## src/rtl/riscv_pkg.sv

```systemverilog
// Shared RISC-V pipeline definitions: datapath widths, the canonical NOP,
// the fetch FSM state type and the fetch/decode pipeline register payload.
package riscv_pkg;

    localparam int unsigned XLEN = 64;
    localparam int unsigned ILEN = 32;

    // addi x0, x0, 0
    localparam logic [ILEN-1:0] NOP_INSN = 32'h0000_0013;

    typedef enum logic [1:0] {
        ISSUE = 2'd0,
        WAIT  = 2'd1,
        DROP  = 2'd2
    } fetch_state_t;

    // Fetch/decode pipeline register contents
    typedef struct packed {
        logic [XLEN-1:0] pc;
        logic [ILEN-1:0] insn;
        logic            valid;
    } fd_reg_t;

endpackage

```

## src/rtl/instruction_fetch_if.sv

```systemverilog
// Instruction-memory request/response bus.
//   req/addr/ready    : request handshake (fetch -> memory)
//   rvalid/rdata/rready: response handshake (memory -> fetch)
// master = fetch stage, slave = instruction memory.
interface instruction_fetch_if;
    import riscv_pkg::*;

    logic            req;
    logic [XLEN-1:0] addr;
    logic            ready;
    logic            rvalid;
    logic [ILEN-1:0] rdata;
    logic            rready;

    modport master (
        output req, addr, rready,
        input  ready, rvalid, rdata
    );

    modport slave (
        input  req, addr, rready,
        output ready, rvalid, rdata
    );

endinterface

```

## src/rtl/ifetch_perf_counters.sv

```systemverilog
// Fetch-stage performance counters (wrap at 2^32, synchronous active-low reset).
//   i_clk, i_rst_n  : clock, synchronous active-low reset
//   i_fetch         : a valid instruction was loaded into fetch/decode this cycle
//   i_flush         : a redirect was seen this cycle
//   o_fetch_count   : number of loaded instructions
//   o_flush_count   : number of redirect cycles
module ifetch_perf_counters (
    input  logic        i_clk,
    input  logic        i_rst_n,
    input  logic        i_fetch,
    input  logic        i_flush,
    output logic [31:0] o_fetch_count,
    output logic [31:0] o_flush_count
);

    localparam int unsigned CNT_W = 32;

    always_ff @(posedge i_clk) begin
        if (!i_rst_n) begin
            o_fetch_count <= '0;
            o_flush_count <= '0;
        end else begin
            if (i_fetch) o_fetch_count <= o_fetch_count + CNT_W'(1);
            if (i_flush) o_flush_count <= o_flush_count + CNT_W'(1);
        end
    end

endmodule

```

## src/rtl/instruction_fetch.sv

```systemverilog
// Instruction-fetch stage: owns the fetch PC, issues one outstanding word
// request at a time to instruction memory and fills the fetch/decode register.
// Optional feature macro: IFETCH_PERF_CNT_EN (adds fetch/flush counters).
//   i_clk, i_rst_n     : clock, synchronous active-low reset
//   i_stall            : hold fetch/decode register (blocks response acceptance)
//   i_redirect/_pc     : taken-branch flush and new fetch target
//   imem               : instruction-memory request/response bus (master)
//   o_pc/o_instruction/o_valid : fetch/decode register (registered)
//   o_fetch_count/o_flush_count: perf counters (only with IFETCH_PERF_CNT_EN)
module instruction_fetch
    import riscv_pkg::*;
#(
    parameter logic [XLEN-1:0] RESET_PC = 64'h0
) (
    input  logic                i_clk,
    input  logic                i_rst_n,
    input  logic                i_stall,
    input  logic                i_redirect,
    input  logic [XLEN-1:0]     i_redirect_pc,
    instruction_fetch_if.master imem,
    output logic [XLEN-1:0]     o_pc,
    output logic [ILEN-1:0]     o_instruction,
    output logic                o_valid
`ifdef IFETCH_PERF_CNT_EN
    ,
    output logic [31:0]         o_fetch_count,
    output logic [31:0]         o_flush_count
`endif
);

    localparam logic [1:0] S_ISSUE = 2'(ISSUE);
    localparam logic [1:0] S_WAIT  = 2'(WAIT);
    localparam logic [1:0] S_DROP  = 2'(DROP);

    logic [1:0]      state_q, state_d;
    logic [XLEN-1:0] pc_q, pc_d;
    logic [XLEN-1:0] req_pc_q, req_pc_d;
    fd_reg_t         fd_q, fd_d;
    logic [XLEN-1:0] redirect_tgt;
    logic            req_hs;
    logic            rsp_hs;
    logic            load;

    assign redirect_tgt = {i_redirect_pc[XLEN-1:2], 2'b00};

    // Next-state, bus handshake and fetch/decode register update
    always_comb begin
        state_d     = state_q;
        pc_d        = pc_q;
        req_pc_d    = req_pc_q;
        imem.req    = 1'b0;
        imem.addr   = pc_q;
        imem.rready = 1'b0;
        req_hs      = 1'b0;
        rsp_hs      = 1'b0;
        load        = 1'b0;

        case (state_q)
            S_ISSUE: begin
                imem.req = i_rst_n && !i_redirect;
                req_hs   = imem.req && imem.ready;
                if (i_redirect) begin
                    pc_d = redirect_tgt;
                end else if (req_hs) begin
                    req_pc_d = pc_q;
                    pc_d     = pc_q + XLEN'(4);
                    state_d  = S_WAIT;
                end
            end
            S_WAIT: begin
                // A redirect must still drain the response even when stalled
                imem.rready = i_rst_n && (!i_stall || i_redirect);
                rsp_hs      = imem.rready && imem.rvalid;
                if (i_redirect) begin
                    pc_d    = redirect_tgt;
                    state_d = rsp_hs ? S_ISSUE : S_DROP;
                end else if (rsp_hs) begin
                    load    = 1'b1;
                    state_d = S_ISSUE;
                end
            end
            S_DROP: begin
                // Stale response is swallowed; leaving as soon as it arrives
                // (even alongside a new redirect) avoids waiting on a response
                // that will never come.
                imem.rready = i_rst_n;
                rsp_hs      = imem.rready && imem.rvalid;
                if (i_redirect) pc_d = redirect_tgt;
                if (rsp_hs) state_d = S_ISSUE;
            end
            default: begin
                state_d = S_ISSUE;
            end
        endcase

        // Fetch/decode register: flush > stall > load > bubble
        fd_d.pc    = fd_q.pc;
        fd_d.insn  = NOP_INSN;
        fd_d.valid = 1'b0;
        if (i_redirect) begin
            fd_d.pc = fd_q.pc;
        end else if (i_stall) begin
            fd_d = fd_q;
        end else if (load) begin
            fd_d.pc    = req_pc_q;
            fd_d.insn  = imem.rdata;
            fd_d.valid = 1'b1;
        end
    end

    // State registers
    always_ff @(posedge i_clk) begin
        if (!i_rst_n) begin
            state_q    <= S_ISSUE;
            pc_q       <= RESET_PC;
            req_pc_q   <= '0;
            fd_q.pc    <= '0;
            fd_q.insn  <= NOP_INSN;
            fd_q.valid <= 1'b0;
        end else begin
            state_q  <= state_d;
            pc_q     <= pc_d;
            req_pc_q <= req_pc_d;
            fd_q     <= fd_d;
        end
    end

    assign o_pc          = fd_q.pc;
    assign o_instruction = fd_q.insn;
    assign o_valid       = fd_q.valid;

`ifdef IFETCH_PERF_CNT_EN
    ifetch_perf_counters u_perf (
        .i_clk         (i_clk),
        .i_rst_n       (i_rst_n),
        .i_fetch       (load),
        .i_flush       (i_redirect),
        .o_fetch_count (o_fetch_count),
        .o_flush_count (o_flush_count)
    );
`endif

endmodule

```

## src/flat_wrapper.sv

```systemverilog
// flat-port wrapper written by rule: the top's interface ports become plain ports
module instruction_fetch_flat import riscv_pkg::*;
#(
    parameter logic [XLEN-1:0] RESET_PC = 64'h0
)
  (i_clk, i_rst_n, i_stall, i_redirect, i_redirect_pc, o_pc, o_instruction, o_valid, imem_req, imem_addr, imem_rready, imem_ready, imem_rvalid, imem_rdata);
  instruction_fetch_if imem_i ();
  input  logic i_clk;
  input  logic i_rst_n;
  input  logic i_stall;
  input  logic i_redirect;
  input  logic [XLEN-1:0] i_redirect_pc;
  output logic [XLEN-1:0] o_pc;
  output logic [ILEN-1:0] o_instruction;
  output logic o_valid;
  output wire logic [$bits(imem_i.req)-1:0] imem_req;
  output wire logic [$bits(imem_i.addr)-1:0] imem_addr;
  output wire logic [$bits(imem_i.rready)-1:0] imem_rready;
  input wire logic [$bits(imem_i.ready)-1:0] imem_ready;
  input wire logic [$bits(imem_i.rvalid)-1:0] imem_rvalid;
  input wire logic [$bits(imem_i.rdata)-1:0] imem_rdata;
  assign imem_req = imem_i.req;
  assign imem_addr = imem_i.addr;
  assign imem_rready = imem_i.rready;
  assign imem_i.ready = imem_ready;
  assign imem_i.rvalid = imem_rvalid;
  assign imem_i.rdata = imem_rdata;
  instruction_fetch #(.RESET_PC(RESET_PC)) u_core (.i_clk(i_clk), .i_rst_n(i_rst_n), .i_stall(i_stall), .i_redirect(i_redirect), .i_redirect_pc(i_redirect_pc), .imem(imem_i), .o_pc(o_pc), .o_instruction(o_instruction), .o_valid(o_valid));
endmodule
```

## config.mk

```make
export PLATFORM = sky130hd
export DESIGN_NAME = instruction_fetch_flat
export DESIGN_NICKNAME = d
export VERILOG_FILES = /design/src/rtl/riscv_pkg.sv /design/src/rtl/instruction_fetch_if.sv /design/src/rtl/ifetch_perf_counters.sv /design/src/rtl/instruction_fetch.sv /design/src/flat_wrapper.sv
export SDC_FILE = /design/constraint.sdc
export NUM_CORES = 1
export LEC_CHECK = 0
export CAP_MARGIN = 20
export CELL_PAD_IN_SITES_DETAIL_PLACEMENT = 0
export CELL_PAD_IN_SITES_GLOBAL_PLACEMENT = 1
export CORE_UTILIZATION = 25
export DETAILED_ROUTE_END_ITERATION = 6
export PLACE_DENSITY_LB_ADDON = 0.2
export SLEW_MARGIN = 20
export SYNTH_ARGS = -nofsm -noshare
export SYNTH_HDL_FRONTEND = slang
export SYNTH_SLANG_ARGS = --single-unit
```

## constraint.sdc

```tcl
create_clock -name i_clk -period 3.7 [get_ports i_clk]
set_input_delay 0.74 -clock i_clk [delete_from_list [all_inputs] [get_ports i_clk]]
set_output_delay 0.74 -clock i_clk [all_outputs]
set_load 0.1 [all_outputs]
```

==> summary.md <==
| Metric | Value |
|---|---|
| Status | `completed` |
| Final Hold Viols | `0` |
| Fin worst setup slack | `approximately 650 ps` |
| Top-count cell post-synth | `nand2_1` |
| Worst hold path type | `register to register` |
| Cell area after synthesis | `between 0.009 and 0.01 mm^2` |
| IO Pins | `265` |
| Filler Cell Count | `between 4k and 5k` |
| Setup WS pre-CTS | `roughly 340 ps` |
| Post-CTS Setup Bufs | `0` |
| Crit. End Element | `output port` |
| Maxcap violations | `0` |
| Share of the synthesized area in the top cell type | `between 40% and 50%` |
| Grt ovf | `0` |
| Synth warn | `0` |
| Worst slew pin tran | `between 1000 and 1500 ps` |
| Area after DPL | `between 0.01 and 0.015 mm^2` |
| Post-cts sizing count | `0` |
| Vias per cell | `between 4 and 5` |
| Dominant cell type by area after synthesis | `dfxtp_1` |
| Setup TNS | `0 ps` |
| FF-to-FF setup slack | `around 670 ps` |
| Global-route usage over all layers | `roughly 19%` |
| Top cells by area, synth | `dfxtp_1, nand2_1, a21oi_1` |
| Slew Viols, Final | `0` |
| DIE AREA | `0.04015 mm^2` |
| R2R depth | `8` |
| Num CTS Buffers | `28` |
| Sinks on Clock Net | `around 220` |
| Clock-pin slew on the worst setup and hold paths | `60 ps` |
| Setup Crit Path Kind | `register to output port` |
| Tot Pwr | `a little under 7 mW` |
| CTS Hold Buffers Added | `0` |
| FF-to-FF Start | `u_core.state_q[0]` |
| Max Root-Sink Buffers | `3` |
| CP Cell Sequence | `clkdlybuf4s50_1` |
| Hold Path Depth | `2` |
| Arr. time, crit path | `between 2000 and 2500 ps` |
| Largest net degree at the start of global routing | `171` |
| Crit path time final | `around 3000 ps` |
| CORE AREA | `0.03874 mm^2` |
| Fin Clk Skew | `between 10 and 15 ps` |
| FMAX | `between 300 and 400 MHz` |
| Leakage power | `~4.6 nW` |
| Post-synth top cells | `nand2_1, dfxtp_1, a21oi_1` |
| Drt wl/cell | `around 19 um` |
| Setup violators final | `0` |
| Starting Density | `approximately a quarter` |
| CTS Root Cell | `clkbuf_16` |
| Die height | `200.4 um` |
| Area grow syn2layout | `39.74%` |
| Most used flip-flop cell after synthesis | `dfxtp_1` |
| First-pass GRT wire length | `roughly 59000 um` |
| Async SR Flop Fraction | `0%` |
| Worst Hold Path EP | `u_core.o_pc[23]` |
| Pwr dens | `~510 mW/mm^2` |
| Peak supply drop | `between 0.0003 and 0.0004 V` |
| Worst-skew pair later-pin latency | `560 ps` |
| 1st-iter DRT viols | `roughly 520` |
| Ratio of cells with drive above 1 in the final layout | `roughly a tenth` |
| Vias after detailed routing | `10.09k` |
| Crit path buffers/inverters | `1` |
| Horiz. Die Dim | `approximately 200 um` |
| DRT Pass-1 Iters | `5` |
| Number of antenna violations at the first check in global routing | `1` |
| Critical path startpoint category | `register` |
| DRT Wirelength | `37910 um` |
| Number of global-route vias before repair | `9954` |
| RR Endpoint | `u_core.imem.addr[47]` |
| Gpl congestion | `0.7687` |
| CP Max Fanout | `10` |
| Post-synthesis sequential area ratio | `approximately 45%` |
| Yosys cell types | `72` |
| TritonCTS clock tree | `built` |
| FP Rows | `72` |
| Ant diodes | `0` |
| Post-synth EDFFs | `0` |
| Syn_area_per_cell | `7.705 um^2` |
| WP data required | `between 2000 and 3000 ps` |
| Tcrit/Tclk final | `slightly above 80%` |
| H-tree lvl count | `1` |
| CP peak stage delay | `~1200 ps` |
| Gate Count Post-Synth | `between 1k and 1.5k` |
| Max transition margin | `between 30 and 40%` |
| Family with the most delay on the worst path | `buffers and inverters` |
| Slowest stage cell on the critical path | `clkdlybuf4s50_1` |
| ANT nets after route | `0` |
| RSZ-0062 raised after global routing | `false` |
| Cell area after layout | `around 0.014 mm^2` |
| HP Start | `u_core.req_pc_q[23]` |
| Fin util | `a little over a third` |
| DP HPWL | `26050 um` |
| Port Buffers | `between 200 and 300` |
| Post-synthesis register bit count | `between 200 and 250` |
| DR DRC count | `0` |
| Final nets | `about 1.6k` |
-- sequential cells by signal, summed over array words and instances (netlist names) --
signal,flops
u_core.imem.addr,62
u_core.req_pc_q,62
u_core.o_pc,62
u_core.o_valid,1
u_core.o_instruction,32
u_core.state_q,2
-- cells in the final DEF (no fill, tap or decap), drive strengths merged, types with 3 or more instances in the layout --
cell	netlist	routed
clkbuf	85	38
nor2	80	80
nor4	12	12
mux2i	3	3
a32oi	10	10
conb	1	4
a211oi	6	6
a22oi	36	36
buf	19	70
o311ai	3	3
or4	13	13
a21o	3	3
nand4	20	20
nand3	47	47
o41ai	7	7
o21ai	36	36
a32o	5	5
o21a	6	6
inv	10	11
a31oi	15	15
and4	7	7
or3	13	13
nor3b	3	3
o211ai	13	13
o22ai	8	8
a22o	3	3
or2	6	6
a31o	3	3
nor3	14	14
dfxtp	221	221
clkinv	1	10
and2	4	4
o31ai	5	5
clkdlybuf4s50	0	220
and3	11	11
ha	6	6
nand2	343	343
a21oi	172	172
nand2b	5	5
-- where the power goes --
part / internal [mW] / leakage [nW] / switching [mW]
combinational: 0.448 / 2.36 / 1.18
sequential: 2.49 / 1.79 / 0.191
clock: 1.54 / 0.438 / 1.11
total: 4.47 / 4.59 / 2.48
-- stage by stage --
step / hold slack [ps] / std cells
after global placement: 439.8 / 1984
after detailed placement: 444.9 / 1984
final: 444.2 / 2034
after floorplan: 432.2 / 1280
after CTS: 444.3 / 2034
after global routing: 463.7 / 2034
-- worst max-delay path by stage --
stage	startpoint	endpoint	slack [ps]	cells after the start
2_1_floorplan	i_rst_n	imem_rready	130	4
3_3_place_gp	i_redirect	u_core.imem.addr[47]	340	7
3_5_place_dp	i_redirect	u_core.imem.addr[47]	340	7
4_1_cts	u_core.imem.addr[53]	imem_addr[53]	600	1
5_1_grt	u_core.state_q[0]	u_core.imem.addr[47]	480	8
6_report	u_core.imem.addr[53]	imem_addr[53]	650	1
-- kinds of logic (layout without fill, tap and decap cells) --
kind of cell / after synthesis / count (layout) / share of synthesized area [%]
AO/OA/AOI/OAI: 345 / 345 / 21.49
adder cells (fa/ha/maj): 6 / 6 / 0.7630
buffers and inverters: 115 / 351 / 4.857
flip-flops: 221 / 221 / 44.96
multiplexers: 4 / 4 / 0.4196
other: 1 / 4 / 0.03811
AND/OR/NAND/NOR: 585 / 585 / 27.47
-- area by class of cell --
cell class | count | area, um^2 | area share [%]
Clock inverter | 12 | 102.6 | 0.7462
Tap cell | 518 | 648.1 | 4.714
Clock buffer | 38 | 778.2 | 5.660
Inverter | 11 | 46.29 | 0.3367
Timing Repair Buffer | 290 | 2790 | 20.29
Sequential cell | 221 | 4424 | 32.18
Multi-Input combinational cell | 944 | 4960 | 36.07
-- layer usage --
metal / global-route usage (%) / up-vias / share of wire, %
li1: - / 4932 / -
met1: 24.54 / 4849 / 46
met2: 30.17 / 256 / 46
met3: 3.986 / 52 / 6.1
met4: 5.643 / 0 / 2.1
met5: 0 / - / 0
-- tightest hold or removal path, cell delays in order, from the launching register on --
cell     delay (ps)
dfxtp_1         310
nand2_1          50
a21oi_1          50
Power figures use the tool's default switching activity.
